==> config.mk <==
export PLATFORM = sky130hd
export DESIGN_NAME = arm7tdmi_halfword_lsu
export DESIGN_NICKNAME = d
export VERILOG_FILES = /design/src/rtl/arm7tdmi_pkg.sv /design/src/rtl/arm7tdmi_hw_extend.sv /design/src/rtl/arm7tdmi_halfword_lsu.sv
export SDC_FILE = /design/constraint.sdc
export NUM_CORES = 1
export LEC_CHECK = 0
export BUFFER_PORTS_ARGS = -buffer_cell sky130_fd_sc_hd__buf_2
export CAP_MARGIN = 20
export CELL_PAD_IN_SITES_DETAIL_PLACEMENT = 1
export CELL_PAD_IN_SITES_GLOBAL_PLACEMENT = 2
export CORE_MARGIN = 2
export CORE_UTILIZATION = 32
export DETAILED_ROUTE_END_ITERATION = 10
export HOLD_SLACK_MARGIN = 0.15
export PLACE_DENSITY_LB_ADDON = 0.15
export REMOVE_ABC_BUFFERS = 1
export SLEW_MARGIN = 20
export SYNTH_ARGS = -nofsm -noshare
export SYNTH_HDL_FRONTEND = slang
export SYNTH_SLANG_ARGS = --single-unit
==> constraint.sdc <==
create_clock -name clk -period 15.9 [get_ports clk]
set_input_delay 3.18 -clock clk [delete_from_list [all_inputs] [get_ports clk]]
set_output_delay 3.18 -clock clk [all_outputs]
set_load 0.02 [all_outputs]
==> src/rtl/arm7tdmi_pkg.sv <==
// Shared types for the ARM7TDMI halfword/signed-byte load-store unit.
package arm7tdmi_pkg;

  typedef enum logic [1:0] {
    STRH  = 2'd0,
    LDRH  = 2'd1,
    LDRSB = 2'd2,
    LDRSH = 2'd3
  } hw_op_t;

  typedef enum logic [1:0] {
    IDLE = 2'd0,
    REQ  = 2'd1,
    WB   = 2'd2
  } hw_lsu_state_t;

  // Every op except STRH returns data to the register file.
  function automatic logic is_load(hw_op_t op);
    return op != STRH;
  endfunction

  // LDRSB is the only byte access; all other ops move a halfword.
  function automatic logic is_halfword(hw_op_t op);
    return op != LDRSB;
  endfunction

endpackage

==> src/rtl/arm7tdmi_hw_extend.sv <==
// Load data lane selection and zero/sign extension for halfword and signed-byte loads.
module arm7tdmi_hw_extend
  import arm7tdmi_pkg::*;
(
  input  logic [31:0] rdata,
  input  logic [1:0]  addr,
  input  hw_op_t      hw_op,
  output logic [31:0] result
);

  logic signed [15:0] half_sel;
  logic signed [7:0]  byte_sel;

  // Pick the addressed lane and extend it according to the op.
  always_comb begin
    half_sel = addr[1] ? rdata[31:16] : rdata[15:0];
    case (addr)
      2'd0:    byte_sel = rdata[7:0];
      2'd1:    byte_sel = rdata[15:8];
      2'd2:    byte_sel = rdata[23:16];
      default: byte_sel = rdata[31:24];
    endcase
    result = '0;
    case (hw_op)
      LDRH:    result = {16'd0, half_sel};
      LDRSH:   result = {{16{half_sel[15]}}, half_sel};
      LDRSB:   result = {{24{byte_sel[7]}}, byte_sel};
      default: result = '0;
    endcase
  end

endmodule

==> src/rtl/arm7tdmi_halfword_lsu.sv <==
// ARM7TDMI halfword / signed-byte load-store unit (STRH, LDRH, LDRSB, LDRSH).
// Optional feature macro ARM7TDMI_HW_ALIGN_FAULT_EN: when defined, an odd-address
// halfword op faults (no memory access, no writeback); otherwise the address is
// silently halfword-aligned.
module arm7tdmi_halfword_lsu
  import arm7tdmi_pkg::*;
#(
  parameter int ADDR_W = 32
) (
  input  logic              clk,
  input  logic              rst,
  input  logic              start,
  input  logic [1:0]        hw_op,
  input  logic              pre,
  input  logic              up,
  input  logic              wb,
  input  logic              imm_en,
  input  logic [7:0]        imm8,
  input  logic [31:0]       rn_data,
  input  logic [31:0]       rm_data,
  input  logic [31:0]       rd_data,
  input  logic [3:0]        rn_idx,
  input  logic [3:0]        rd_idx,
  output logic [ADDR_W-1:0] mem_addr,
  output logic [31:0]       mem_wdata,
  output logic [3:0]        mem_be,
  output logic              mem_we,
  output logic              mem_re,
  input  logic              mem_ready,
  input  logic [31:0]       mem_rdata,
  output logic [31:0]       rd_wdata,
  output logic [31:0]       rn_wdata,
  output logic              rd_we,
  output logic              rn_we,
  output logic [3:0]        wr_idx_rd,
  output logic [3:0]        wr_idx_rn,
  output logic              busy,
  output logic              done,
  output logic              align_fault
);

  hw_lsu_state_t state, state_nxt;
  hw_op_t        op_p0, op_p1;
  logic [31:0]   offset_p0, eff_p0, addr_raw_p0, addr_p0;
  logic [31:0]   eff_p1, addr_p1, ld_p2, ext_result;
  logic [15:0]   st_half_p1;
  logic [3:0]    rn_idx_p1, rd_idx_p1;
  logic          wb_cond_p1;
  logic          fault_go, fault_w;
  logic          unused_rd_hi;

  assign op_p0        = hw_op_t'(hw_op);
  assign unused_rd_hi = ^rd_data[31:16];

  // Address generation from the live command inputs.
  always_comb begin
    offset_p0   = imm_en ? {24'd0, imm8} : rm_data;
    eff_p0      = up ? (rn_data + offset_p0) : (rn_data - offset_p0);
    addr_raw_p0 = pre ? eff_p0 : rn_data;
    addr_p0     = addr_raw_p0;
`ifndef ARM7TDMI_HW_ALIGN_FAULT_EN
    if (is_halfword(op_p0)) addr_p0[0] = 1'b0;
`endif
  end

`ifdef ARM7TDMI_HW_ALIGN_FAULT_EN
  logic fault_p1;
  assign fault_go = is_halfword(op_p0) && addr_raw_p0[0];
  assign fault_w  = fault_p1;

  // Remember whether the accepted command faulted on alignment.
  always_ff @(posedge clk or posedge rst) begin
    if (rst)                          fault_p1 <= 1'b0;
    else if (state == IDLE && start)  fault_p1 <= fault_go;
  end
`else
  assign fault_go = 1'b0;
  assign fault_w  = 1'b0;
`endif

  // ---- p0 -> p1: command capture on acceptance ----
  // Command fields are only observed through state-gated outputs, so they carry no reset.
  always_ff @(posedge clk) begin
    if (state == IDLE && start) begin
      op_p1      <= op_p0;
      eff_p1     <= eff_p0;
      addr_p1    <= addr_p0;
      st_half_p1 <= rd_data[15:0];
      rn_idx_p1  <= rn_idx;
      rd_idx_p1  <= rd_idx;
      wb_cond_p1 <= !pre || wb;
    end
  end

  arm7tdmi_hw_extend u_extend (
    .rdata  (mem_rdata),
    .addr   (addr_p1[1:0]),
    .hw_op  (op_p1),
    .result (ext_result)
  );

  // ---- p1 -> p2: load data capture in the accepted memory cycle ----
  always_ff @(posedge clk) begin
    if (state == REQ && mem_ready && is_load(op_p1)) ld_p2 <= ext_result;
  end

  // State register; asynchronous reset aborts any operation in flight.
  always_ff @(posedge clk or posedge rst) begin
    if (rst) state <= IDLE;
    else     state <= state_nxt;
  end

  // Next-state and all outputs, decoded from state so idle/reset drives zeros.
  always_comb begin
    state_nxt   = state;
    mem_addr    = '0;
    mem_wdata   = '0;
    mem_be      = '0;
    mem_we      = 1'b0;
    mem_re      = 1'b0;
    rd_wdata    = '0;
    rn_wdata    = '0;
    rd_we       = 1'b0;
    rn_we       = 1'b0;
    wr_idx_rd   = '0;
    wr_idx_rn   = '0;
    done        = 1'b0;
    align_fault = 1'b0;
    busy        = (state != IDLE);
    case (state)
      IDLE: begin
        if (start) state_nxt = fault_go ? WB : REQ;
      end
      REQ: begin
        mem_addr = addr_p1[ADDR_W-1:0];
        if (is_load(op_p1)) begin
          mem_re = 1'b1;
          mem_be = 4'b1111;
        end else begin
          mem_we    = 1'b1;
          mem_wdata = {st_half_p1, st_half_p1};
          mem_be    = addr_p1[1] ? 4'b1100 : 4'b0011;
        end
        if (mem_ready) state_nxt = WB;
      end
      WB: begin
        done        = 1'b1;
        align_fault = fault_w;
        if (is_load(op_p1) && !fault_w) begin
          rd_we     = 1'b1;
          rd_wdata  = ld_p2;
          wr_idx_rd = rd_idx_p1;
        end
        // A load targeting the base register takes priority over base writeback.
        if (wb_cond_p1 && !fault_w && !(is_load(op_p1) && rd_idx_p1 == rn_idx_p1)) begin
          rn_we     = 1'b1;
          rn_wdata  = eff_p1;
          wr_idx_rn = rn_idx_p1;
        end
        state_nxt = IDLE;
      end
      default: state_nxt = IDLE;
    endcase
  end

endmodule

# Word level (Yosys, flattened, before mapping)
# Index checks and enable logic that the tools add are counted.
[classes]
n_addsub = 2
mux = 31
reduce_logical = 13
eq_ne = 11
[op_table]
columns = ["cell", "n"]
rows = [
  ["two-way mux 32 bit", 10],
  ["one-hot mux 32 bit (3 select lines)", 1],
  ["adder 32 bit", 1],
  ["subtractor 32 bit", 1],
  ["two-way mux 4 bit", 7],
  ["one-hot mux 8 bit (3 select lines)", 1],
  ["two-way mux 16 bit", 1],
  ["equality test 2 bit, second input constant", 4],
  ["two-way mux 1 bit", 8],
  ["equality test 2 x 1 -> 1 bit, second input constant", 3],
  ["!= test 2 bit, second input constant", 3],
  ["logical AND 1 bit", 5],
  ["equality test 4 bit", 1],
  ["zero test 2 bit", 2],
  ["two-way mux 2 bit", 2],
  ["one-hot mux 2 bit (2 select lines)", 1],
  ["nonzero test 2 bit", 2],
  ["zero test 1 bit", 2],
  ["AND reduction 2 bit", 1],
  ["logical OR 1 bit", 1],
]
[word_totals]
reg_bits = 125
inputBits = 154

# Depth between registers and ports, before layout
[logic_depth]
word_depth = 6
mapped_depth = 19
mapped_depth_nobuf = 15

# By module
# A second synthesis with hierarchy kept.
[unflattened]
cells_unflattened = 826
area_unflattened_um2 = 8578.2
[modules_own_cells]
columns = ["mod", "cells_each", "area_per_inst_um2", "instances", "seq_area_each_um2"]
rows = [
  ["arm7tdmi_halfword_lsu", 763, 8061.5, 1, 3743.6],
  ["arm7tdmi_hw_extend", 63, 516.7, 1, 0.0],
]

# Worst setup path after synthesis
# OpenSTA, ideal clock, no wires.
[synth_path]
kind = "input port to flip-flop"
startpoint = "in start"
endpoint = "reg addr_p1[0], enable pin"
required_ps = 15358
n_path_buf = 0
arrival_ps = 6994
slack_ps = 8364
cell_stages = 2
setup_ps = 542
path_cell_list = "inv_1 nor2_1"
[synth_via]
elab_chain_cells = 1
[synth_lines]
columns = ["element", "line_no", "rtl"]
rows = [
  ["start, declared", "arm7tdmi_halfword_lsu.sv:12", "input logic start,"],
  ["logical AND 1 bit", "arm7tdmi_halfword_lsu.sv:84", "if (state == IDLE && start) begin"],
  ["end signal, assigned", "arm7tdmi_halfword_lsu.sv:87", "addr_p1 <= addr_p0;"],
  ["end, declared", "arm7tdmi_halfword_lsu.sv:45", "logic [31:0] eff_p1, addr_p1, ld_p2, ext_result;"],
]
# No other way between the ends.
# A chain may end at the register's enable or synchronous reset.

# Worst setup path in the final report
[layout_path]
startpoint = "in imm_en"
endpoint = "reg addr_p1[26] (data pin)"
[layout_via]
elab_chain_cells = 4
elab_cells_between_ends = 5
[layout_lines]
columns = ["element", "line_no", "rtl"]
rows = [
  ["start, declared", "arm7tdmi_halfword_lsu.sv:17", "input logic imm_en,"],
  ["two-way mux 32 bit *", "arm7tdmi_halfword_lsu.sv:57", "offset_p0 = imm_en ? {24'd0, imm8} : rm_data;"],
  ["subtractor 32 bit / adder 32 bit (equally long branches)", "arm7tdmi_halfword_lsu.sv:58", "eff_p0 = up ? (rn_data + offset_p0) : (rn_data - offset_p0);"],
  ["two-way mux 32 bit *", "arm7tdmi_halfword_lsu.sv:58", ""],
  ["named net eff_p0[26]", "arm7tdmi_halfword_lsu.sv:44", "logic [31:0] offset_p0, eff_p0, addr_raw_p0, addr_p0;"],
  ["two-way mux 32 bit *", "arm7tdmi_halfword_lsu.sv:59", "addr_raw_p0 = pre ? eff_p0 : rn_data;"],
  ["named net addr_p0[26]", "arm7tdmi_halfword_lsu.sv:44", ""],
]
# The timed path passes the listed nets; every way through them passes the cells marked *.

==> impl_metrics.tcl <==
set metrics [dict create \
    status "complete, no violations" \
    rsz0062_at_grt "no" \
    grt_max_degree 71 \
    cts_buffers 9 \
    place_congestion 0.808 \
    overflow 0 \
    min_period_ns 8.21 \
    critPathBufInv 1 \
    wl_per_cell_microns 19.0 \
    crit_cells 16 \
    start_kind "input pin" \
    htree_levels 3 \
    drc_errors 0 \
    slew_violations 0 \
    fmax_ghz 0.122 \
    rows 58 \
    async_flop_share_pct 1.82 \
    cp-end-kind "register" \
    die_w_microns 164 \
    ant_nets 0 \
    ys_seq_elements 110 \
    drive_above_1_share_pct 32.0 \
    setup_viol 0 \
    yosysSeqAreaShare_pct 40.0 \
    power.leakage_nw 4.60 \
    path_clk_slew_ns 0.07 \
    post_cts_resized 0 \
    hold_path_class "register to register" \
    yosys.area_share.xor_xnor_pct 4.36 \
    clock_path_buffers 2 \
    crit_chain "buf_2 -> mux2i_1 -> ha_1 -> nand2_1 -> nor3_2 -> nor2_1 -> nor2_1 -> a211oi_1 -> ha_1 -> nand2_1 -> or4_1 -> a211o_1 -> nand4b_1 -> a41oi_1 -> xnor2_1 -> mux2_2" \
    ys.flop_type "edfxtp_1" \
    highest_layer "met4" \
    ys.warnings.count 0 \
    grt_usage_pct 19.7 \
    critPathMaxFanout 33 \
    synth_cells 856 \
    synth-simple-area-share_pct 21.9 \
    grt_pass1_wl_microns 40700 \
    detail_route.iter0.violations 249 \
    layout_common_cells "buf_2, edfxtp_1, and2_1" \
    post-dp-hpwl_microns 21800 \
    setup_tns_ns 0 \
    wl_met2_microns 12700 \
    wl_met1_microns 12600 \
    ys_types 64 \
    vdd_drop_max_mv 0.0721 \
    synth_edf_count 108 \
    cpPeakStageDelay_ns 0.70 \
    vias 7196 \
    slew_headroom_pct 32.5 \
    rr_worst_depth 3 \
    met3WireLength_microns 1450 \
    grt_pass1_vias 7068 \
    critPathTopFamily "simple AND/OR/NAND/NOR gates" \
    cts_sinks 110 \
    synthAdderAreaFrac_pct 6.17 \
    cts_tree "built" \
    power_density_nw_per_um2 105 \
    root_buffer "clkbuf_16" \
    ios 301 \
    mostFrequentLayoutCell "buf_2" \
    cpMaxStageDelayCell "nor2_1" \
    area_growth_pct 22.4 \
    port-buffer-count 283 \
    synth-compound-area-share_pct 14.6 \
    drt_wl_total_microns 27100 \
    synth_top_family_by_area "simple AND/OR/NAND/NOR gates" \
    antenna_found_initial 1 \
    hold_viol 0 \
    syn_area_per_cell_sq_um 9.62 \
    dieArea_sq_um 27000 \
    synth_mux_area_share_pct 6.87 \
    syn_area_sq_um 8230 \
    fin_worst_skew_ns 0.00864 \
    cap_violations 0 \
    min_path_cells 2 \
    firstDrtPassIters 4 \
    die_h_microns 164 \
    cts_setup_buffers 0 \
    clock_latency_ns 0.35 \
    critPathRequiredTime_ns 16.01 \
    p_total_mw 1.05 \
    critical_path_arrival_ns 8.32 \
    core_sq_um 25300 \
    tightest_slew_ns 1.01 \
    timing.final.crit_share_pct 51.7 \
    nets 1282 \
    antenna_cells 0 \
    path_class "input pin to register" \
    start_util_pct 32.6 \
    viasPerCell 5.06 \
    cts_hold_buf 0 \
]
## flip-flops by register name, indices dropped and copies added, names as in the netlist
name,cells
rd_idx_p1,4
op_p1,2
rn_idx_p1,4
wb_cond_p1,1
addr_p1,32
state,2
st_half_p1,16
ld_p2,17
eff_p1,32
## path summary, 6_finish.rpt
check / end / startpoint / slack (ns)
min reg2reg: state[0] / state[0] / 0.71
max in group asynchronous: state[0] / rst / 13.09
min in group asynchronous: state[1] / rst / 2.70
min: state[0] / state[0] / 0.71
max reg2reg: addr_p1[8] / state[1] / 13.32
max: addr_p1[26] / imm_en / 7.69
## cell usage after synthesis, types with 3 or more instances
cell	number	area [sq um]
o21a_1	5	37.5
a211o_1	4	35.0
nor3_1	33	165
a21oi_1	60	300
buf_1	4	15.0
inv_1	21	78.8
nand2b_1	16	100
and2_1	96	601
mux2_2	32	360
buf_4	38	285
xor2_1	8	70.1
o21bai_1	6	45.0
or3_1	4	25.0
a31oi_1	8	50.1
ha_1	39	488
mux2i_1	19	190
a211oi_1	8	60.1
clkbuf_1	25	93.8
nor4_1	8	50.1
nor2_1	65	244
edfxtp_1	108	3240
a311oi_1	7	61.3
o21ai_0	32	160
nand3_1	7	35.0
nor2b_1	12	75.1
a21o_1	26	195
a221oi_1	3	26.3
and3_1	20	125
nor3b_1	4	30.0
nand2_1	49	184
nand4_1	12	75.1
xnor2_1	33	289
## per-layer routing
metal  global-route usage, %  vias up
met5                       0        -
met4                    4.55        0
met3                    2.21       16
li1                        -     3547
met2                    33.6      209
met1                    27.0     3424
## cells by family (layout without fill, tap and decap cells)
group / count (synthesis) / in the layout
AOI/OAI and AO/OA: 184 / 184
xor gates and xnor gates: 41 / 41
adders and majority gates: 40 / 40
buffers and inverters: 91 / 328
DFF: 110 / 110
muxes: 52 / 52
other: 1 / 1
and+or+nand+nor: 337 / 337
## worst register-to-register path, stage by stage, from the launching register on
cell and delay (ns):
dfrtp_1 0.43, or2_2 0.36, nor2_4 0.52, buf_4 0.84
## stage by stage
step | setup WS (ns) | cell area [sq um] | util, % | instances | hold WS [ns]
final | 7.69 | 10100 | 39.9 | 1423 | 0.713
after global routing | 7.25 | 10100 | 39.9 | 1423 | 0.745
after CTS | 7.65 | 10100 | 39.8 | 1422 | 0.712
after detailed placement | 7.27 | 9730 | 38.5 | 1406 | 0.698
after global placement | 7.26 | 9730 | 38.5 | 1406 | 0.660
after floorplan | 8.36 | 7820 | - | 786 | 0.632
## power by group
part	switching, mW	leakage [nW]	internal [mW]
sequential	0.0126	1.04	0.388
combinational	0.258	3.40	0.146
clock	0.110	0.154	0.140
## cell type report
class                           count  area (sq um)
Timing Repair Buffer              291          1500
Inverter                           21          78.8
Multi-Input combinational cell    655          4480
Clock buffer                       10           229
Tap cell                          330           413
Sequential cell                   110          3290
Clock inverter                      6          93.8
Fill cell                        3001         15200
Power figures use the tool's default switching activity.
